--- src/rtl/ps2_pkg.sv ---
// rtl/ps2_pkg.sv - shared types and constants for the PS/2 key event decoder
package ps2_pkg;

  localparam logic [7:0] PS2_PFX_EXT = 8'hE0;
  localparam logic [7:0] PS2_PFX_BRK = 8'hF0;

  typedef enum logic [1:0] {
    IDLE    = 2'd0,
    EXT     = 2'd1,
    BRK     = 2'd2,
    EXT_BRK = 2'd3
  } dec_state_t;

  // rep stands in for the repeat flag, which cannot be a field name
  typedef struct packed {
    logic       rep;
    logic       brk;
    logic       ext;
    logic [7:0] code;
  } key_event_t;

  function automatic logic is_prefix(input logic [7:0] b);
    return (b == PS2_PFX_EXT) || (b == PS2_PFX_BRK);
  endfunction

endpackage

--- src/rtl/ps2_key_event_decoder_rx.sv ---
// rtl/ps2_key_event_decoder_rx.sv - oversampled PS/2 frame receiver with parity and timeout checks
module ps2_rx_frame #(
  parameter int SYNC_STAGES    = 2,
  parameter int TIMEOUT_CYCLES = 50000
) (
  input  logic       clk,
  input  logic       rst,
  input  logic       ps2_clk,
  input  logic       ps2_data,
  output logic [7:0] rx_byte,
  output logic       byte_strobe,
  output logic       frame_err
);

  localparam int TW = $clog2(TIMEOUT_CYCLES + 1);

  logic [SYNC_STAGES-1:0] clk_sync, data_sync;
  logic                   clk_prev;
  logic                   fall;
  logic                   data_s;
  logic [3:0]             bit_cnt;
  logic [9:0]             shreg;
  logic [TW-1:0]          tmo_cnt;
  logic                   frame_ok;

  assign fall   = clk_prev & ~clk_sync[SYNC_STAGES-1];
  assign data_s = data_sync[SYNC_STAGES-1];
  // shreg[0]=start, shreg[8:1]=data, shreg[9]=parity; data_s is the stop bit
  assign frame_ok = ~shreg[0] & data_s & (^shreg[9:1]);

  always_ff @(posedge clk) begin
    if (rst) begin
      clk_sync    <= '1;
      data_sync   <= '1;
      clk_prev    <= 1'b1;
      bit_cnt     <= '0;
      shreg       <= '0;
      tmo_cnt     <= '0;
      rx_byte     <= '0;
      byte_strobe <= 1'b0;
      frame_err   <= 1'b0;
    end else begin
      clk_sync    <= {clk_sync[SYNC_STAGES-2:0], ps2_clk};
      data_sync   <= {data_sync[SYNC_STAGES-2:0], ps2_data};
      clk_prev    <= clk_sync[SYNC_STAGES-1];
      byte_strobe <= 1'b0;
      frame_err   <= 1'b0;
      if (fall) begin
        tmo_cnt <= '0;
        if (bit_cnt == 4'd10) begin
          bit_cnt     <= '0;
          rx_byte     <= shreg[8:1];
          byte_strobe <= frame_ok;
          frame_err   <= ~frame_ok;
        end else begin
          bit_cnt <= bit_cnt + 4'd1;
          shreg   <= {data_s, shreg[9:1]};
        end
      end else if (bit_cnt == 4'd0) begin
        tmo_cnt <= '0;
      end else if (tmo_cnt == TW'(TIMEOUT_CYCLES - 1)) begin
        tmo_cnt   <= '0;
        bit_cnt   <= '0;
        frame_err <= 1'b1;
      end else begin
        tmo_cnt <= tmo_cnt + TW'(1);
      end
    end
  end

endmodule

--- src/rtl/ps2_key_event_decoder.sv ---
// rtl/ps2_key_event_decoder.sv - PS/2 scan-code decoder folding E0/F0 prefixes into buffered key events
module ps2_key_event_decoder
  import ps2_pkg::*;
#(
  parameter int FIFO_DEPTH     = 8,
  parameter int SYNC_STAGES    = 2,
  parameter int TIMEOUT_CYCLES = 50000
) (
  input  logic       clk,
  input  logic       rst,
  input  logic       ps2_clk,
  input  logic       ps2_data,
  output logic       ev_valid,
  input  logic       ev_ready,
  output logic [7:0] ev_code,
  output logic       ev_ext,
  output logic       ev_break,
  output logic       ev_repeat,
  output logic       overflow,
  output logic       frame_err
);

  localparam int AW = $clog2(FIFO_DEPTH);

  logic [7:0] rx_byte;
  logic       byte_strobe;

  ps2_rx_frame #(
    .SYNC_STAGES   (SYNC_STAGES),
    .TIMEOUT_CYCLES(TIMEOUT_CYCLES)
  ) u_rx (
    .clk        (clk),
    .rst        (rst),
    .ps2_clk    (ps2_clk),
    .ps2_data   (ps2_data),
    .rx_byte    (rx_byte),
    .byte_strobe(byte_strobe),
    .frame_err  (frame_err)
  );

  dec_state_t state_q, state_d;
  logic       emit, emit_ext, emit_brk;

  always_ff @(posedge clk) begin
    if (rst) state_q <= IDLE;
    else     state_q <= state_d;
  end

  always_comb begin
    state_d  = state_q;
    emit     = 1'b0;
    emit_ext = 1'b0;
    emit_brk = 1'b0;
    if (frame_err) begin
      state_d = IDLE;
    end else if (byte_strobe) begin
      if (rx_byte == PS2_PFX_EXT) begin
        state_d = (state_q == IDLE || state_q == EXT) ? EXT : EXT_BRK;
      end else if (rx_byte == PS2_PFX_BRK) begin
        state_d = (state_q == IDLE || state_q == BRK) ? BRK : EXT_BRK;
      end else begin
        emit     = 1'b1;
        emit_ext = (state_q == EXT) || (state_q == EXT_BRK);
        emit_brk = (state_q == BRK) || (state_q == EXT_BRK);
        state_d  = IDLE;
      end
    end
  end

  logic       held_valid, held_ext;
  logic [7:0] held_code;
  logic       held_match;
  logic       push_valid;
  key_event_t push_ev;

  assign held_match = held_valid && (held_ext == emit_ext) && (held_code == rx_byte);

  always_ff @(posedge clk) begin
    if (rst) begin
      held_valid <= 1'b0;
      held_ext   <= 1'b0;
      held_code  <= '0;
      push_valid <= 1'b0;
      push_ev    <= '0;
    end else begin
      push_valid <= emit;
      if (emit) begin
        push_ev <= '{rep: ~emit_brk & held_match, brk: emit_brk, ext: emit_ext, code: rx_byte};
        if (emit_brk) begin
          if (held_match) held_valid <= 1'b0;
        end else if (!held_match) begin
          held_valid <= 1'b1;
          held_ext   <= emit_ext;
          held_code  <= rx_byte;
        end
      end
    end
  end

  // Extra pointer MSB distinguishes full from empty when the index bits match
  key_event_t        mem [FIFO_DEPTH];
  logic [AW:0]       wr_ptr, rd_ptr;
  logic              empty, full, do_pop, do_push;
  key_event_t        head;

  assign empty   = (wr_ptr == rd_ptr);
  assign full    = (wr_ptr[AW] != rd_ptr[AW]) && (wr_ptr[AW-1:0] == rd_ptr[AW-1:0]);
  assign do_pop  = ev_valid && ev_ready;
  assign do_push = push_valid && (!full || do_pop);
  assign head    = mem[rd_ptr[AW-1:0]];

  always_ff @(posedge clk) begin
    if (rst) begin
      wr_ptr   <= '0;
      rd_ptr   <= '0;
      overflow <= 1'b0;
      for (int i = 0; i < FIFO_DEPTH; i++) mem[i] <= '0;
    end else begin
      if (do_push) begin
        mem[wr_ptr[AW-1:0]] <= push_ev;
        wr_ptr              <= wr_ptr + (AW+1)'(1);
      end
      if (do_pop) rd_ptr <= rd_ptr + (AW+1)'(1);
      if (push_valid && full && !do_pop) overflow <= 1'b1;
    end
  end

  assign ev_valid  = ~empty;
  assign ev_code   = head.code;
  assign ev_ext    = head.ext;
  assign ev_break  = head.brk;
  assign ev_repeat = head.rep;

endmodule

--- config.mk ---
export PLATFORM = sky130hd
export DESIGN_NAME = ps2_key_event_decoder
export DESIGN_NICKNAME = d
export VERILOG_FILES = /design/src/rtl/ps2_pkg.sv /design/src/rtl/ps2_key_event_decoder_rx.sv /design/src/rtl/ps2_key_event_decoder.sv
export SDC_FILE = /design/constraint.sdc
export NUM_CORES = 1
export LEC_CHECK = 0
export CAP_MARGIN = 20
export CORE_ASPECT_RATIO = 1.75
export CORE_MARGIN = 4
export CORE_UTILIZATION = 66
export DETAILED_ROUTE_END_ITERATION = 10
export PLACE_DENSITY_LB_ADDON = 0.15
export SKIP_CTS_REPAIR_TIMING = 1
export SLEW_MARGIN = 40
export SYNTH_ARGS = -nofsm -noshare
export SYNTH_HDL_FRONTEND = slang
export SYNTH_HIERARCHICAL = 1
export SYNTH_SLANG_ARGS = --single-unit
--- constraint.sdc ---
create_clock -name clk -period 4.1 [get_ports clk]
set_input_delay 0.82 -clock clk [delete_from_list [all_inputs] [get_ports clk]]
set_output_delay 0.82 -clock clk [all_outputs]
set_load 0.05 [all_outputs]
Word-level counts from Yosys, hierarchy flattened
Memories as Yosys holds them, arrays and structs flattened. A register that Yosys moved wholly into a read port is not among the register bits.
Index checks and enable logic that the tools add are counted.
{ "classes": {"n_reduce_logical": 27, "n_eq_ne": 15, "n_bitwise": 12, "n_addsub": 4, "n_mux": 37} }
{ "op_table": {"columns": ["cell", "count"], "rows": [
  ["$mux W1", 26],
  ["$add A16 B1 Y16 const B", 1],
  ["$eq A16 B16 Y1 const B", 1],
  ["$eq A8 B8 Y1 const B", 2],
  ["$mux W4", 4],
  ["$add A4 B1 Y4 const B", 3],
  ["$mux W11", 1],
  ["$reduce_or A11 Y1", 1],
  ["$mux W3", 3],
  ["$reduce_xor A9 Y1", 1],
  ["$eq A8 B8 Y1", 1],
  ["$not A1 Y1", 8],
  ["$logic_and A1 B1 Y1", 7],
  ["$mux W2", 3],
  ["$reduce_and A2 Y1", 3],
  ["$reduce_and A3 Y1", 2],
  ["$logic_or A1 B1 Y1", 5],
  ["$and A1 B1 Y1", 4],
  ["$eq A2 B2 Y1 const B", 2],
  ["$eq A4 B4 Y1", 1],
  ["$eq A4 B4 Y1 const B", 1],
  ["$logic_not A4 Y1", 1],
  ["$ne A2 B1 Y1 const B", 2],
  ["$reduce_or A4 Y1", 1],
  ["other kinds (10)", 11]
]} }
{ "word_totals": {"in_bits": 5, "regBits": 78, "out_inout_bits": 14, "ram_bits": 88, "n_memories": 1} }
{ "mem_list": {"columns": ["memory", "words", "word_bits", "rd", "rd_ports_with_merged_regs", "write_ports", "line", "source"], "rows": [
  ["mem", 8, 11, 1, 1, 8, "ps2_key_event_decoder.sv:101", "key_event_t mem [FIFO_DEPTH];"]
]} }

Logic depth before layout (Yosys ltp)
Gate-level depths: netlist of the first run.
{ "depth": {"depth_word": 11, "ltp_mapped": 8, "mapped_depth_nobuf": 8} }

Modules after synthesis
Netlist of the first run, hierarchy kept.
{ "by_module_without_submodules": {"columns": ["mod", "area_per_inst_um2", "seq_area_each_um2", "instances", "cells_per_inst"], "rows": [
  ["ps2_key_event_decoder", 5606.6, 3363.2, 1, 417],
  ["ps2_rx_frame", 1874.3, 900.9, 1, 214]
]} }

Least setup slack after synthesis of the first run
Ideal clock, no wire load.
{ "synth_path": {"kind": "flip-flop to output port", "from": "reg with a tool-made name", "to": "out ev_break", "setup_slack_ps": 1678, "path_stages_with_launch": 4, "arrival_time_ps": 1602, "cell_sequence": "dfxtp_1 > buf_2 > mux4_2 > mux2_2"} }
{ "synth_rtl": {"columns": ["item", "line", "source"], "rows": [
  ["to (decl)", "ps2_key_event_decoder.sv:17", "output logic ev_break,"]
]} }

==> run metrics, run 1 <==
RSZ-0062 raised after global routing=false; TritonCTS clock tree=done; Final Max Tran Viols=0; Post-Route M1 WL=5390 um; max incr delay on CP=0.70 ns; Post-DRT Antenna Nets=0; Post-Syn Area=7480 um2; Sink Count=169; WP data arrival=2.75 ns; crit path kind=reg2out; root buffer cell=clkbuf_16; final setup violation count=0; Initial Utilization=0.674; largest net degree at the start of global routing=57; slowest cell on the critical path=clkdlybuf4s50_1; GRT Util Overall=0.253; Sequential Power Share=0.515; WL met3=672 um; leakage power=2.88 nW; DR iter-0 viols=423; minimum clock period=3.57 ns; Synthesized Nets=643; grt total ovfl=0; Post-DP HPWL=10700 um; post-synth top area share=0.353; Least-Margin Pin Slew=0.711 ns; Core ar.=11100 um2; Inserted Clock Buffers=17; post-place instance area=7750 um2; Post-Syn Instances=631; depth of the CTS H-tree=4; worst rel slew slack=0.525; count of state elements after synthesis=169; main flop type after synthesis=edfxtp_1; DR WL met2=8910 um; Setup crit start kind=flip-flop; NetSw=0.745 mW; initial antenna violation count=0; ys async rst share=0; Routability Congestion=0.822; maximum VDD drop=0.000471 V; vias in the first global route=4875; residual DRC count=0; CP cell instances=buf_4, mux4_2, mux2_2, clkdlybuf4s50_1; port bufs=18; setup slack after layout=0.535 ns; total wire length=15500 um; placed cell count=759; commonest non-fill, non-tap cell in the layout=and2_1; Hold Slack=0.408 ns; fmax=280 MHz; clk buf depth=2; Req. time, crit path=3.28 ns; synth warn=6; Layout Cells excl Fill=790; Buf/Inv on CP=2; synth unique cells=51; Max Cap Viol=0; DR vias/cell=6.01; area grow syn2layout=11.7%; Final nets=658; clock transition at the registers of the reported paths=0.07 ns; Final Util=0.752; Core Rows=51; first-pass GRT wire length=24700 um; total power divided by cell area=425 nW/um2; most frequent cells in the layout=90 x and2_1, 88 x edfxtp_1, 81 x dfxtp_1; total power=3.55 mW; largest fanout on the critical path=22; diode count=0; status=finished, final reports clean; Fin. Hold Viols=0; P_int=2.80 mW; number of fill cells in the layout=730; Comb power frac=0.027; chip width=88.5 um; design area=8350 um2; crit end category=primary output; routed via count=4745; final setup TNS=0 ns; area leader, netlist=edfxtp_1; Post-Syn Area per Cell=11.9 um2; clock power share=0.458; Sw Ratio=0.210; Tightest Hold Check Type=reg2reg; number of synthesized flops with an enable pin=88; uppermost layer routed=met4; period utilization=0.870; die footprint=13200 um2; Chip Height=149 um; pre-CTS setup slack=0.984 ns; Synth area leaders=edfxtp_1 35%, dfxtp_1 22%, and2_1 7.5%, mux4_2 6.6%, mux2i_1 2.5%; Clock Latency Late Sink=0.43 ns; drt pass-1 iters=5; I/O Pins=19; CP top delay family=buffers and inverters; Clock Skews=0.0114 ns; sequential element share of the synthesized area=0.570; share of cells above drive strength 1=0.126; WL/cell=19.7 um
-- area by class of cell --
| type | count | area [um2] | area share |
|---|---|---|---|
| clock buffer | 17 | 425 | 0.0509 |
| clock inverter | 14 | 171 | 0.0205 |
| inverter | 9 | 33.8 | 0.00404 |
| multi-input combinational | 423 | 3060 | 0.366 |
| sequential | 169 | 4260 | 0.510 |
| tap | 132 | 165 | 0.0198 |
| timing repair buffer | 26 | 235 | 0.0282 |
-- registers in the layout (all words and copies together) (netlist names), 2 cells and up, named ones only --
name            count
mem                88
rd_ptr              4
u_rx/clk_sync       2
wr_ptr              4
u_rx/data_sync      2
state_q             2
u_rx/rx_byte        8
u_rx/shreg         10
u_rx/bit_cnt        4
push_ev            11
u_rx/tmo_cnt       16
held_code           8
-- Yosys cell counts, types with 2 or more instances --
master and number:
or2_2 6, o21ai_0 15, clkbuf_1 24, xnor2_1 18
dfxtp_1 81, nand3_1 13, and2_1 90, or3_1 7
or2_1 7, nor4bb_1 2, o21ai_1 3, nand2_1 43
xor2_1 14, nand2b_1 19, nor3_1 3, o211ai_1 3
nor2_1 45, nor4b_1 3, and3_1 4, mux2_2 11
ha_1 7, nand3b_1 4, mux2i_1 19, a31oi_1 2
nor2b_1 3, inv_1 9, edfxtp_1 88, buf_2 4
mux4_2 22, and4b_1 2, a21oi_1 33, nand4_1 7
and4_1 2
-- metal layers --
metal,up-vias,GRT usage
met5,-,0
met4,0,0.138
met3,39,0.0475
met2,138,0.469
met1,2309,0.258
li1,2259,-
-- final timing paths --
kind                               startpoint                           to  slack, ns  depth (start not counted)
setup / recovery                    flip-flop                       ev_ext       0.53                          4
setup reg to reg       wr_ptr[0]$_SDFFE_PP0N_      mem[1][5]$_SDFFCE_PN0P_       1.62                          5
hold / removal    u_rx/clk_sync[0]$_SDFF_PP1_  u_rx/clk_sync[1]$_SDFF_PP1_       0.41                          1
hold reg to reg   u_rx/clk_sync[0]$_SDFF_PP1_  u_rx/clk_sync[1]$_SDFF_PP1_       0.41                          1
-- cells by family after synthesis --
| family | count (synthesis) | share of synthesized area |
|---|---|---|
| flops | 169 | 0.570 |
| compound gates | 64 | 0.0505 |
| simple gates | 267 | 0.197 |
| xor+xnor | 33 | 0.0405 |
| buf+inv | 39 | 0.0217 |
| mux | 52 | 0.108 |
| fa+ha+maj | 7 | 0.0117 |
-- power by group through the flow --
stage	Clock (mW)	Combinational [mW]	Sequential [mW]
2_1_floorplan	0	0.0685	1.85
3_3_place_gp	0	0.0924	1.86
3_5_place_dp	0	0.0964	1.86
4_1_cts	1.65	0.0968	1.83
5_1_grt	1.71	0.103	1.83
6_report	1.63	0.0961	1.83
Note: power is estimated with default switching activity, not from simulation.
==> run 2, diff against run 1 <==
--- a/config.mk
+++ b/config.mk
@@ -7,10 +7,11 @@
 export LEC_CHECK = 0
 export CAP_MARGIN = 20
 export CORE_ASPECT_RATIO = 1.75
-export CORE_MARGIN = 4
+export CORE_MARGIN = 3
 export CORE_UTILIZATION = 66
 export DETAILED_ROUTE_END_ITERATION = 10
 export PLACE_DENSITY_LB_ADDON = 0.15
+export REMOVE_ABC_BUFFERS = 1
 export SKIP_CTS_REPAIR_TIMING = 1
 export SLEW_MARGIN = 40
 export SYNTH_ARGS = -nofsm -noshare
==> run 2 against run 1 <==
Clock skew is 0.0025 ns lower. Utilization up 1.8 points. Die area is 3.6% lower. Count of clock-buffer cells in the layout unchanged. Global-route usage is 0.57 points higher. Highest routed layer unchanged. Maximum frequency rose by 0.95%. Cell count up 0.38%. Combinational power grew 2.7%. Clock power hardly changed. Power fell by 0.54%. Critical path depth did not move.
==> run metrics, run 2 (synthesized netlist as in run 1, its figures left out) <==
status=finished, final reports clean; final setup TNS=0 ns; Sink Count=169; leakage power=2.91 nW; Routability Congestion=0.842; largest net degree at the start of global routing=46; chip width=86.5 um; first-pass GRT wire length=24700 um; Top reg by flops=mem; Hold Slack=0.415 ns; Req. time, crit path=3.28 ns; Final Max Tran Viols=0; DR vias/cell=5.93; most frequent cells in the layout=90 x and2_1, 88 x edfxtp_1, 81 x dfxtp_1; grt total ovfl=0; DR iter-0 viols=252; final setup violation count=0; Least-Margin Pin Slew=0.889 ns; die footprint=12700 um2; port bufs=18; diode count=0; Sequential Power Share=0.517; P_int=2.80 mW; Setup crit start kind=flip-flop; I/O Pins=19; Final Util=0.770; routed via count=4705; residual DRC count=0; crit end category=primary output; Comb power frac=0.028; Post-DP HPWL=10500 um; vias in the first global route=4992; initial antenna violation count=0; Max Cap Viol=0; Core Rows=50; total wire length=15200 um; Multi-input gate area=3060 um2; setup slack after layout=0.568 ns; Clock Latency Late Sink=0.42 ns; Inserted Clock Buffers=17; minimum clock period=3.53 ns; WL/cell=19.2 um; number of fill cells in the layout=709; period utilization=0.861; depth of the CTS H-tree=4; Chip Height=147 um; clock transition at the registers of the reported paths=0.06 ns; Sw Ratio=0.205; area grow syn2layout=12.1%; Storage cell area=4260 um2; Final nets=662; Tightest Hold Check Type=reg2reg; RSZ-0062 raised after global routing=false; TritonCTS clock tree=done; maximum VDD drop=0.000362 V; Post-DRT Antenna Nets=0; GRT Util Overall=0.259; biggest registers after layout=mem (88), u_rx/tmo_cnt (16), push_ev (11); fmax=283 MHz; Fin. Hold Viols=0; worst rel slew slack=0.405; drt pass-1 iters=4; Initial Utilization=0.687; WP data arrival=2.71 ns; Core ar.=10900 um2; clk buf depth=2; commonest non-fill, non-tap cell in the layout=and2_1; total power divided by cell area=421 nW/um2; max reg flops=88; NetSw=0.725 mW; root buffer cell=clkbuf_16; clock power share=0.455; Clock Skews=0.00884 ns; pre-CTS setup slack=1.03 ns; total power=3.53 mW; crit path kind=reg2out; largest fanout on the critical path=22; share of cells above drive strength 1=0.130
## run 2: changes by cell type in the layout (fill, tap and decap cells not counted)
cell | previous run | this run
buf_4 | 8 | 12
clkinv_1 | 1 | 2
clkinv_2 | 1 | 2
clkinv_4 | 1 | 3
clkinvlp_2 | 1 | 0
inv_6 | 5 | 3
nor2_1 | 43 | 44
nor2_2 | 2 | 1
## run 2: area by class of cell
| cell class | instances | share of cell area |
|---|---|---|
| Clock buffer | 17 | 0.0507 |
| Clock inverter | 15 | 0.0209 |
| Inverter | 9 | 0.00403 |
| Multi-Input combinational cell | 423 | 0.365 |
| Sequential cell | 169 | 0.509 |
| Tap cell | 130 | 0.0194 |
| Timing Repair Buffer | 30 | 0.0316 |
## run 2: power groups by stage
stage	Sequential [mW]	Combinational, mW	Clock [mW]
global route	1.83	0.106	1.70
detailed placement	1.86	0.0994	0
CTS	1.83	0.0997	1.63
global placement	1.86	0.0964	0
finish	1.83	0.0987	1.61
floorplan	1.85	0.0597	0
## run 2: routing by layer
metal / up-vias / share of wire / routed length, um / global-route usage
li1: 2279 / - / - / -
met1: 2300 / 0.34 / 5230 / 0.266
met2: 91 / 0.58 / 8910 / 0.488
met3: 35 / 0.034 / 516 / 0.0471
met4: 0 / 0.038 / 579 / 0.122
met5: - / 0 / 0 / 0
## run 2: worst paths after layout
kind	depth (start not counted)	from	slack (ns)	to
worst max register to register	8	u_rx/rx_byte[0]$_SDFFE_PP0P_	1.58	held_valid$_SDFFE_PP0P_
worst min register to register	1	u_rx/clk_sync[0]$_SDFF_PP1_	0.41	u_rx/clk_sync[1]$_SDFF_PP1_
worst max-delay path	4	flip-flop	0.57	ev_code[1]
worst min-delay path	1	u_rx/clk_sync[0]$_SDFF_PP1_	0.41	u_rx/clk_sync[1]$_SDFF_PP1_
## run 2: metrics by stage
| step | instances | cell area (um2) |
|---|---|---|
| 6_report | 793 | 8380 |
| 5_1_grt | 793 | 8380 |
| 4_1_cts | 793 | 8380 |
| 3_5_place_dp | 761 | 7780 |
| 3_3_place_gp | 761 | 7780 |
| 2_1_floorplan | 601 | 7350 |
## run 2: worst max-delay path: stages (launching register included)
cell and delay (ns):
dfxtp_1 0.31, buf_4 0.38, mux4_2 0.57, mux2_2 0.31
clkdlybuf4s50_1 0.71
